<file path="config.mk">
export PLATFORM = sky130hd
export DESIGN_NAME = serial_code_converter_flat
export DESIGN_NICKNAME = d
export VERILOG_FILES = /design/src/rtl/serial_code_converter_if.sv /design/src/rtl/serial_code_converter.sv /design/src/flat_wrapper.sv
export SDC_FILE = /design/constraint.sdc
export NUM_CORES = 1
export LEC_CHECK = 0
export ABC_AREA = 1
export CAP_MARGIN = 25
export CORE_AREA = 2 2 39 41
export CTS_BUF_LIST = sky130_fd_sc_hd__clkbuf_2 sky130_fd_sc_hd__clkbuf_4 sky130_fd_sc_hd__clkbuf_8
export DETAILED_ROUTE_END_ITERATION = 8
export DIE_AREA = 0 0 41 43
export DONT_BUFFER_PORTS = 1
export PLACE_DENSITY = 0.75
export SYNTH_ARGS = -nofsm -noshare
export SYNTH_HDL_FRONTEND = slang
export SYNTH_SLANG_ARGS = --single-unit
</file>
<file path="constraint.sdc">
create_clock -name clk -period 1.7 [get_ports clk]
set_clock_uncertainty 0.15 [all_clocks]
set_input_delay 0.255 -clock clk [delete_from_list [all_inputs] [get_ports clk]]
set_output_delay 0.255 -clock clk [all_outputs]
set_load 0.01 [all_outputs]
</file>
<file path="src/rtl/serial_code_converter_if.sv">
// Bundle of the serial converter's handshake, serial and parallel-result signals.
// The master side feeds code bits; the slave side is the converter.
interface serial_code_converter_if #(
  parameter int WIDTH = 5
);
  logic             start;
  logic             select;
  logic             bit_in;
  logic             bit_valid;
  logic             bit_out;
  logic             out_valid;
  logic [WIDTH-1:0] result;
  logic             busy;
  logic             done;

  modport master (
    output start, select, bit_in, bit_valid,
    input  bit_out, out_valid, result, busy, done
  );

  modport slave (
    input  start, select, bit_in, bit_valid,
    output bit_out, out_valid, result, busy, done
  );
endinterface

</file>
<file path="src/rtl/serial_code_converter.sv">
// Bit-serial binary<->Gray converter: MSB-first input, registered serial output
// plus the assembled parallel word.
//
//   state    | meaning
//   ST_IDLE  | waiting for start; latches direction on accept
//   ST_SHIFT | converting one bit per beat with bit_valid high
//   ST_DONE  | one-cycle done pulse, result final, then back to idle
module serial_code_converter #(
  parameter int WIDTH = 5
) (
  input  logic                    clk,
  input  logic                    rst_n,
  serial_code_converter_if.slave  bus
);

  localparam int CW = (WIDTH > 1) ? $clog2(WIDTH) : 1;
  localparam logic [CW-1:0] LAST_CNT = CW'(WIDTH - 1);

  typedef enum logic [1:0] {
    ST_IDLE  = 2'd0,
    ST_SHIFT = 2'd1,
    ST_DONE  = 2'd2
  } state_t;

  state_t           state_q;
  logic             mode_q;
  logic             prev_q;
  logic [CW-1:0]    count_q;
  logic             bit_out_q;
  logic             out_valid_q;
  logic [WIDTH-1:0] result_q;
  logic             busy_q;
  logic             done_q;

  logic             conv_d;
  logic             prev_d;
  logic [WIDTH-1:0] result_d;

  // prev is the previous input bit (bin->Gray) or previous output bit (Gray->bin)
  assign conv_d   = bus.bit_in ^ prev_q;
  assign prev_d   = mode_q ? conv_d : bus.bit_in;
  assign result_d = {result_q[WIDTH-2:0], conv_d};

  always_ff @(posedge clk or negedge rst_n) begin
    if (!rst_n) begin
      state_q     <= ST_IDLE;
      mode_q      <= 1'b0;
      prev_q      <= 1'b0;
      count_q     <= '0;
      bit_out_q   <= 1'b0;
      out_valid_q <= 1'b0;
      result_q    <= '0;
      busy_q      <= 1'b0;
      done_q      <= 1'b0;
    end else begin
      case (state_q)
        ST_IDLE: begin
          out_valid_q <= 1'b0;
          done_q      <= 1'b0;
          if (bus.start) begin
            state_q  <= ST_SHIFT;
            mode_q   <= bus.select;
            prev_q   <= 1'b0;
            count_q  <= '0;
            result_q <= '0;
            busy_q   <= 1'b1;
          end
        end

        ST_SHIFT: begin
          if (bus.bit_valid) begin
            bit_out_q   <= conv_d;
            out_valid_q <= 1'b1;
            result_q    <= result_d;
            prev_q      <= prev_d;
            count_q     <= count_q + CW'(1);
            if (count_q == LAST_CNT) begin
              state_q <= ST_DONE;
              done_q  <= 1'b1;
            end
          end else begin
            out_valid_q <= 1'b0;
          end
        end

        ST_DONE: begin
          state_q     <= ST_IDLE;
          done_q      <= 1'b0;
          out_valid_q <= 1'b0;
          busy_q      <= 1'b0;
        end

        default: begin
          state_q     <= ST_IDLE;
          done_q      <= 1'b0;
          out_valid_q <= 1'b0;
          busy_q      <= 1'b0;
        end
      endcase
    end
  end

  assign bus.bit_out   = bit_out_q;
  assign bus.out_valid = out_valid_q;
  assign bus.result    = result_q;
  assign bus.busy      = busy_q;
  assign bus.done      = done_q;

endmodule

</file>
<file path="src/flat_wrapper.sv">
// flat-port wrapper written by rule: the top's interface ports become plain ports
module serial_code_converter_flat 
#(
  parameter int WIDTH = 5
)
  (clk, rst_n, bus_start, bus_select, bus_bit_in, bus_bit_valid, bus_bit_out, bus_out_valid, bus_result, bus_busy, bus_done);
  serial_code_converter_if #(.WIDTH(WIDTH)) bus_i ();
  input  logic clk;
  input  logic rst_n;
  input wire logic [$bits(bus_i.start)-1:0] bus_start;
  input wire logic [$bits(bus_i.select)-1:0] bus_select;
  input wire logic [$bits(bus_i.bit_in)-1:0] bus_bit_in;
  input wire logic [$bits(bus_i.bit_valid)-1:0] bus_bit_valid;
  output wire logic [$bits(bus_i.bit_out)-1:0] bus_bit_out;
  output wire logic [$bits(bus_i.out_valid)-1:0] bus_out_valid;
  output wire logic [$bits(bus_i.result)-1:0] bus_result;
  output wire logic [$bits(bus_i.busy)-1:0] bus_busy;
  output wire logic [$bits(bus_i.done)-1:0] bus_done;
  assign bus_i.start = bus_start;
  assign bus_i.select = bus_select;
  assign bus_i.bit_in = bus_bit_in;
  assign bus_i.bit_valid = bus_bit_valid;
  assign bus_bit_out = bus_i.bit_out;
  assign bus_out_valid = bus_i.out_valid;
  assign bus_result = bus_i.result;
  assign bus_busy = bus_i.busy;
  assign bus_done = bus_i.done;
  serial_code_converter #(.WIDTH(WIDTH)) u_core (.clk(clk), .rst_n(rst_n), .bus(bus_i));
endmodule
</file>
==> impl_metrics.py <==
metrics = {
    "floorplanning": {
        "boundaryPins": 15,
        "fp.dieH_um": 43,
        "num_rows": 14,
        "dieArea_mm2": 0.00176,
        "core_mm2": 0.00138,
        "die_x_um": 41,
        "start_util": 0.517,
    },
    "critical_path": {
        "worstPathArrival_ps": 1570,
        "timing.rr.start": "u_core.state_q[0]",
        "end_kind": "flip-flop",
        "slowest_stage": "dlygate4sd3_1",
        "rr_worst_depth": 4,
        "r2r_end": "u_core.mode_q",
        "worst_setup_path_start_kind": "flip-flop",
        "path_buf_inv": 1,
        "path_class": "flip-flop to flip-flop",
        "critPathRequiredTime_ps": 1780,
        "crit_chain": "nor2_2 -> nand3_1 -> dlygate4sd3_1 -> nand2_1",
        "critPathMaxFanout": 4,
        "rrSetupSlack_ps": 210,
        "cp_top_family": "buffers and inverters",
        "critPathMaxStageDelay_ps": 550,
    },
    "sta": {
        "slew_headroom": 0.539,
        "slew_viol_final": 0,
        "timing.fmax_mhz": 673,
        "setup_violations": 0,
        "finalCritPeriodShare": 0.875,
        "hold_viol": 0,
        "grt_setup_unrepaired": "false",
        "post-route-min-period_ps": 1490,
        "worst_slew_pin_slew_ps": 689,
        "finalSetupTns_ps": 0,
    },
    "cells_and_area": {
        "area_growth_pct": 10.5,
        "drive_gt1_frac": 0.165,
        "diodes": 0,
        "fillCellCount": 124,
        "fin_nets": 94,
        "final_cell_mix": "25 x nand2_1, 16 x dfrtp_1, 10 x nand3_1",
        "mostFrequentLayoutCell": "nand2_1",
    },
    "flow_run": {
        "drv_cap": 0,
    },
    "grt": {
        "grt-ovfl-total": 0,
        "grt_pass1_vias": 527,
        "antenna_found_initial": 0,
        "grt_max_degree": 17,
        "grt_pass1_wl_um": 2170,
        "track_usage": 0.189,
    },
    "clock_tree": {
        "cts_buffer_depth": 2,
        "post_cts_buffers": 0,
        "path_clk_slew_ps": 90,
        "numCtsBuffers": 3,
        "cts_tree": "done",
        "cts.sinks": 16,
        "htree_levels": 1,
        "cts-root-buf": "clkbuf_4",
        "clkLatencyLatePin_ps": 280,
    },
    "power_and_ir_drop": {
        "p_per_area_mw_per_mm2": 1730,
        "vdd.ir_drop.worst_uv": 759,
        "p_leak_nw": 0.420,
        "power_mw": 1.36,
    },
    "logic_synthesis": {
        "ys_ff_latch": 16,
        "synth_compound_area_frac": 0.0507,
        "synth_cell_types": 15,
        "synthSimpleGateAreaFrac": 0.287,
        "syn-num-nets": 87,
        "synthAdderAreaFrac": 0.0350,
        "synth_top_family_by_area": "simple AND/OR/NAND/NOR gates",
        "synth_xor_area_frac": 0,
        "synth_mux_area_frac": 0,
        "syn_inst": 79,
        "avgSynthCellArea_um2": 9.06,
        "synth_area_um2": 716,
        "seq_area_frac_synth": 0.559,
        "yosysWarnings": 0,
    },
    "placement": {
        "gp_congestion": 0.773,
        "place_hpwl_um": 920,
        "portBuffers": 0,
    },
    "worst_hold_path": {
        "whs_endpoint": "u_core.state_q[1]",
        "min_path_cells": 2,
        "hold_path.startpoint": "bus_bit_valid",
        "hold_class": "input pin to flip-flop",
    },
    "route": {
        "firstDrtPassIters": 4,
        "wire_per_inst_um": 12.6,
        "drc": 0,
        "vias": 526,
        "vias_per_cell": 5.21,
        "antenna_left": 0,
        "wl_um": 1270,
        "drtIter0Drc": 5,
    },
    "outcome": {
        "outcome": "finished clean",
    },
}
==> area by class of cell <==
type / instances / area [um^2] / area share
flip-flops and latches: 16 / 400 / 0.506
multi-input cells: 52 / 267 / 0.337
repair buffers: 3 / 30.0 / 0.0380
well taps: 16 / 20.0 / 0.0253
clock buffers: 4 / 36.3 / 0.0459
inverters: 10 / 37.5 / 0.0475
==> worst max path at each step <==
stage                                 start                    to  slack (ps)  depth (start not counted)
final                     u_core.state_q[0]         u_core.mode_q         210                          4
after global routing      u_core.state_q[0]         u_core.mode_q         150                          4
after CTS                 u_core.state_q[0]         u_core.mode_q         200                          4
after detailed placement  u_core.state_q[1]  u_core.bus.result[0]         400                          5
after global placement    u_core.state_q[1]  u_core.bus.result[0]         440                          5
after floorplan           u_core.count_q[0]     u_core.state_q[0]         610                          5
==> sequential cells by signal, summed over array words and instances, names as in the netlist <==
register,count
u_core.state_q,2
u_core.mode_q,1
u_core.bus.bit_out,1
u_core.bus.out_valid,1
u_core.prev_q,1
u_core.bus.result,5
u_core.count_q,3
u_core.bus.done,1
u_core.bus.busy,1
==> power breakdown <==
group	switching, mW	internal (mW)
Clock	0.119	0.130
Sequential	0.165	0.536
Combinational	0.257	0.157
Total	0.541	0.823
==> kinds of logic (layout without fill, tap and decap cells) <==
group / Yosys count / after routing
buf+inv: 11 / 17
flops: 16 / 16
simple gates: 45 / 45
compound gates: 5 / 5
fa+ha+maj: 2 / 2
==> repair_timing <==
action                                  in CTS  in global routing
resized for setup                            0                  0
endpoints found under the hold margin       17                  0
hold buffers                                 3                  0
endpoints found under the setup margin       0                  0
==> metrics by stage <==
stage | hold WS (ps) | setup WS [ps] | instance area, um^2 | instances | util
2_1_floorplan | -191 | 615 | 716 | 79 | -
3_3_place_gp | -190 | 444 | 724 | 94 | 0.524
3_5_place_dp | -190 | 401 | 724 | 94 | 0.524
4_1_cts | 24.8 | 201 | 791 | 101 | 0.571
5_1_grt | 26.0 | 148 | 791 | 101 | 0.571
6_report | 35.9 | 213 | 791 | 101 | 0.571
==> worst reg2reg max path, delay by kind of cell, from the launching register on <==
family                 cells  cell delay, ps
buffers and inverters      1             550
DFF                        1             440
and+or+nand+nor            3             280
==> layer usage <==
metal  vias to the layer above  track usage  wire [um]
met5                         -            0          0
met4                         0        0.100         10
met3                         2       0.0733         88
met2                        16        0.291        618
met1                       251        0.214        556
li1                        257            -          -
==> cell usage after synthesis (all sizes together) <==
cell,count,area share
a21oi,1,0.0070
nand3,11,0.084
o21ai,4,0.044
dfrtp,16,0.56
nand2,29,0.17
ha,2,0.035
buf,1,0.016
inv,10,0.052
nor2,5,0.030
Note: power is estimated with default switching activity, not from simulation.
